## src/rtl/pipeline_hazard_ctrl.sv

```systemverilog
// pipeline_hazard_ctrl: stall/flush/redirect sequencer for the 5-stage pipeline
module pipeline_hazard_ctrl #(
  parameter int CNT_W     = 16,
  parameter int EXC_DRAIN = 2
) (
  input  logic             clk,
  input  logic             reset_b,
  input  logic [4:0]       id_rs,
  input  logic [4:0]       id_rt,
  input  logic             id_uses_rt,
  input  logic [4:0]       ex_rt,
  input  logic             ex_mem_read,
  input  logic             id_jump,
  input  logic             id_jr,
  input  logic             id_exception,
  input  logic             ex_branch_tk,
  input  logic             irq,
  input  logic             pc31,
  input  logic             mem_busy,
  output logic             pc_write,
  output logic [2:0]       pc_sel,
  output logic             if_id_write,
  output logic             if_id_flush,
  output logic             id_ex_flush,
  output logic             epc_write,
  output logic             irq_ack,
  output logic [1:0]       state,
  output logic [CNT_W-1:0] stall_count
);
  localparam int DW = (EXC_DRAIN > 1) ? $clog2(EXC_DRAIN) : 1;
  localparam logic [DW-1:0] DRAIN_INIT = DW'(EXC_DRAIN - 1);
  typedef enum logic [1:0] {RUN = 2'd0, EXC_DRN = 2'd1, EXC_REDIR = 2'd2} state_t;
  state_t state_q, state_d;
  logic [DW-1:0] drain_cnt, drain_d;
  logic irq_pend, cause_irq, cause_d, load_use, trap;
  assign load_use = ex_mem_read && ex_rt != 5'd0 &&
                    (ex_rt == id_rs || (id_uses_rt && ex_rt == id_rt));
  assign trap = id_exception || (irq_pend && !pc31);
  assign state = state_q;
  always_comb begin
    pc_write    = 1'b1;
    pc_sel      = 3'd0;
    if_id_write = 1'b1;
    if_id_flush = 1'b0;
    id_ex_flush = 1'b0;
    epc_write   = 1'b0;
    irq_ack     = 1'b0;
    state_d     = state_q;
    drain_d     = drain_cnt;
    cause_d     = cause_irq;
    if (!reset_b) begin
      pc_write    = 1'b0;
      if_id_write = 1'b0;
      if_id_flush = 1'b1;
      id_ex_flush = 1'b1;
    end else if (mem_busy) begin
      pc_write    = 1'b0;
      if_id_write = 1'b0;
    end else begin
      case (state_q)
        RUN: begin
          if (ex_branch_tk) begin
            pc_sel      = 3'd1;
            if_id_flush = 1'b1;
            id_ex_flush = 1'b1;
          end else if (trap) begin
            epc_write   = 1'b1;
            pc_write    = 1'b0;
            if_id_write = 1'b0;
            id_ex_flush = 1'b1;
            cause_d     = !id_exception;
            drain_d     = DRAIN_INIT;
            state_d     = EXC_DRN;
          end else if (load_use) begin
            pc_write    = 1'b0;
            if_id_write = 1'b0;
            id_ex_flush = 1'b1;
          end else if (id_jr || id_jump) begin
            pc_sel      = id_jr ? 3'd3 : 3'd2;
            if_id_flush = 1'b1;
          end
        end
        EXC_DRN: begin
          pc_write    = 1'b0;
          if_id_flush = 1'b1;
          id_ex_flush = 1'b1;
          drain_d     = (drain_cnt == '0) ? drain_cnt : drain_cnt - 1'b1;
          state_d     = (drain_cnt == '0) ? EXC_REDIR : EXC_DRN;
        end
        EXC_REDIR: begin
          pc_sel      = cause_irq ? 3'd5 : 3'd4;
          if_id_flush = 1'b1;
          id_ex_flush = 1'b1;
          irq_ack     = cause_irq;
          state_d     = RUN;
        end
        default: state_d = RUN;
      endcase
    end
  end
  always_ff @(posedge clk) begin
    if (!reset_b) begin
      state_q     <= RUN;
      drain_cnt   <= '0;
      irq_pend    <= 1'b0;
      cause_irq   <= 1'b0;
      stall_count <= '0;
    end else begin
      state_q     <= state_d;
      drain_cnt   <= drain_d;
      cause_irq   <= cause_d;
      irq_pend    <= (irq_pend | irq) & ~irq_ack;
      stall_count <= (!pc_write && !(&stall_count)) ? stall_count + 1'b1 : stall_count;
    end
  end
endmodule
```

## config.mk

```make
export PLATFORM = sky130hd
export DESIGN_NAME = pipeline_hazard_ctrl
export DESIGN_NICKNAME = d
export VERILOG_FILES = /design/src/rtl/pipeline_hazard_ctrl.sv
export SDC_FILE = /design/constraint.sdc
export NUM_CORES = 1
export LEC_CHECK = 0
export BUFFER_PORTS_ARGS = -buffer_cell sky130_fd_sc_hd__buf_2
export CELL_PAD_IN_SITES_DETAIL_PLACEMENT = 1
export CELL_PAD_IN_SITES_GLOBAL_PLACEMENT = 2
export CORE_MARGIN = 2
export CORE_UTILIZATION = 26
export DETAILED_ROUTE_END_ITERATION = 6
export PLACE_DENSITY = 0.8
export REMOVE_ABC_BUFFERS = 1
export SLEW_MARGIN = 20
export SYNTH_ARGS = -nofsm -noshare
export SYNTH_HDL_FRONTEND = slang
export SYNTH_SLANG_ARGS = --single-unit
```

## constraint.sdc

```tcl
create_clock -name clk -period 3.15 [get_ports clk]
set_clock_uncertainty 0.2 [all_clocks]
set_input_delay 0.63 -clock clk [delete_from_list [all_inputs] [get_ports clk]]
set_output_delay 0.63 -clock clk [all_outputs]
set_load 0.02 [all_outputs]
```

==> Flow_metrics.wiki <==
{| class="wikitable"
! Metric !! Value
|-
| Routed Antenna Nets || 0
|-
| Reg2Reg Depth || 8
|-
| Commonest register cell after synthesis || dfxtp_1
|-
| Top library cells by usage in the layout, fill and taps aside || buf_2 (52), dfxtp_1 (21), nor2_1 (15), a21oi_1 (15)
|-
| Pwr dens || 342.7 nW/um^2
|-
| Highest-delay cell along the critical path || a31oi_1
|-
| Endpoint arrival time on the critical path || 2.01 ns
|-
| Post-route fraction of the period consumed by the critical path || 90.17%
|-
| Largest buffer count on any clock path || 2
|-
| Fraction of layout cells with a size suffix above 1 || 29.96%
|-
| Netlist cell types || 41
|-
| CP endpoint kind || output port
|-
| Routability congestion estimate from global placement || 0.7439
|-
| Worst-skew pair later-pin latency || 0.27 ns
|-
| Die area || 5770 um^2
|-
| Number of max-slew violations in the final report || 0
|-
| GRT Resource Usage Total || 13.18%
|-
| Slew HR || 54.53%
|-
| VDD IR max || 0.1694 mV
|-
| Design Power || 0.6008 mW
|-
| GR Overflow Total || 0
|-
| Max-cap violations || 0
|-
| Post-Synthesis Cells || 171
|-
| Source of the critical timing path || ex_rt[0]
|-
| Placed Instance Area || 1704 um^2
|-
| Placeable core area || 5042 um^2
|-
| Total number of placement rows || 26
|-
| Number of enable-type register cells in the synthesized netlist || 0
|-
| CTS tree || built
|-
| Placed Instances || 293
|-
| Worst path required time || 2.32 ns
|-
| Internal reg-to-reg setup slack || 0.64 ns
|-
| Final hold vios || 0
|-
| Initial Utilization || 26.70%
|-
| Reg2reg end || stall_count[7]
|-
| Detailed-route vias per instance || 4.943
|-
| Most common library cell in the layout ignoring fill and taps || buf_2
|-
| Library cell appearing most often on the critical path || buf_2
|-
| Number of warnings issued by yosys || 0
|-
| Quantity of hold-fixing buffers added after cts || 0
|-
| Layout overhead on the synthesized area || 30.20%
|-
| Total Wirelength || 3866 um
|-
| Inserted Clock Buffers || 3
|-
| Critical path peak fanout || 6
|-
| 1st-iter DRT viols || 54
|-
| Boundary Pins || 53
|-
| Buffers added on ports || 52
|-
| Hpwl dp || 3039 um
|-
| Clock-pin slew of the registers on the worst-case setup and hold paths || 0.08 ns
|-
| Sequential cell area fraction in the yosys report || 31.23%
|-
| Total DRC errors in the routed layout || 0
|-
| Async SR Flop Fraction || 0%
|-
| Avg Synthesized Cell Area || 7.873 um^2
|-
| TritonRoute pass-1 iters || 4
|-
| Design Area, Final || 1753 um^2
|-
| Path category of the worst min-delay check || flop to flop
|-
| Post-route insts no fill || 297
|-
| Pin count of the biggest net entering global routing || 20
|-
| Number of cells upsized or downsized after cts || 0
|-
| Worst Setup EP || pc_sel[1]
|-
| FILL cells || 663
|-
| Synth Register Bits || 21
|-
| Layout Nets || 260
|-
| Post-layout min period || 2.840 ns
|-
| Num Clock Sinks || 21
|-
| Total number of vias || 1468
|-
| Slew @ Worst Pin || 0.6800 ns
|-
| Setup Viol. Count Final || 0
|-
| Fin Hold WS || 0.2966 ns
|-
| Worst path cell trace || buf_2 > xnor2_1 > nand3_1 > o22ai_2 > a31oi_1 > o21ai_0 > nor3_1 > buf_2
|-
| Die boundary width || 75.96 um
|-
| Accumulated negative setup slack || 0 ns
|-
| Setup repair after global routing missed its margin || no
|-
| Antenna violations before repair || 0
|-
| Buffer count from post-CTS setup fixing || 0
|-
| Clk Tree Root Cell || clkbuf_8
|-
| Largest stage delay, worst path || 0.35 ns
|-
| Wire per inst || 13.02 um
|-
| Critical register-to-register path startpoint || state[0]
|-
| Fmax achieved || 352.1 MHz
|-
| Global-route wire length before repair || 6320 um
|-
| Static leakage power || 0.7523 nW
|-
| Die height || 75.96 um
|-
| Type of the setup path with the least slack || input pin to output port
|-
| Vias in the first global route || 1354
|-
| Max H-tree Level || 1
|-
| Run status || finished, final reports clean
|-
| Critical path startpoint category || input pin
|-
| Post-Synthesis Cell Area || 1346 um^2
|-
| Diodes inserted || 0
|}
## worst min path at each step
stage | from | to | slack (ns) | cells past startpoint
detailed placement | drain_cnt | state[0] | 0.28 | 2
finish | stall_count[15] | stall_count[15] | 0.30 | 2
global placement | cause_irq | cause_irq | 0.28 | 2
floorplan | cause_irq | cause_irq | 0.25 | 2
CTS | stall_count[15] | stall_count[15] | 0.30 | 2
global route | stall_count[15] | stall_count[15] | 0.32 | 2
## flip-flops by register name (all words and copies together), names as in the netlist
| signal | flops |
|---|---|
| stall_count | 16 |
| cause_irq | 1 |
| irq_pend | 1 |
| drain_cnt | 1 |
| state | 2 |
## metal layers
layer / part of all wire, % / global-route usage [%]
met2: 46 / 21.25
met4: 0.31 / 2.182
met5: 0 / 0
met3: 4.9 / 3.929
met1: 49 / 17.74
## stage by stage
| step | util (%) | worst slack, ns |
|---|---|---|
| final | 34.76 | 0.3098 |
| after detailed placement | 33.80 | 0.2932 |
| after floorplan | - | 0.4201 |
| after global routing | 34.76 | 0.1814 |
| after CTS | 34.76 | 0.2922 |
| after global placement | 33.80 | 0.3298 |
## Yosys cell counts, types with 2 or more instances
cell      number  area (um^2)
dfxtp_1       21        420.4
or4_1          4        30.03
o31ai_1        4        30.03
nand2b_1       2        12.51
nand3_1       12        60.06
a31oi_1        2        12.51
nor3_1         8        40.04
nor2_1        15        56.30
xor2_1         2        17.52
ha_1           6        75.07
o211ai_2       2        25.02
o21ai_0       12        60.06
a21boi_1       2        15.01
inv_1          9        33.78
xnor2_1       10        87.58
nand4_1        3        18.77
clkbuf_1       2        7.510
nand2_1       11        41.29
o211a_1        2        20.02
a21oi_1       15        75.07
or3_1          7        43.79
## logic make-up after synthesis
logic type,count (synthesis),synth area share (%)
flops,21,31.23
mux,1,0.7435
buf+inv,13,3.717
simple gates,70,27.23
fa+ha+maj,6,5.576
xor+xnor,12,7.807
compound gates,48,23.70
## area by class of cell
type	count	area (um^2)	area share [%]
inverter	10	37.54	2.141
multi-input combinational	137	875.8	49.96
clock buffer	3	41.29	2.355
tap	70	87.58	4.996
sequential	21	420.4	23.98
timing repair buffer	55	282.8	16.13
clock inverter	1	7.507	0.4283
## report_power, final
part	switching, mW	leakage, nW	internal [mW]
sequential	0.0119	0.170	0.274
clock	0.0960	0.0217	0.0895
combinational	0.0776	0.560	0.0520
total	0.185	0.752	0.415
## worst max-delay path: cells and delay by family
family	cells	cell delay (ns)
AND/OR/NAND/NOR	2	0.26
AO/OA/AOI/OAI	3	0.68
buffers and inverters	2	0.32
XOR/XNOR	1	0.13
No activity file was read; power rests on OpenSTA's default activity.
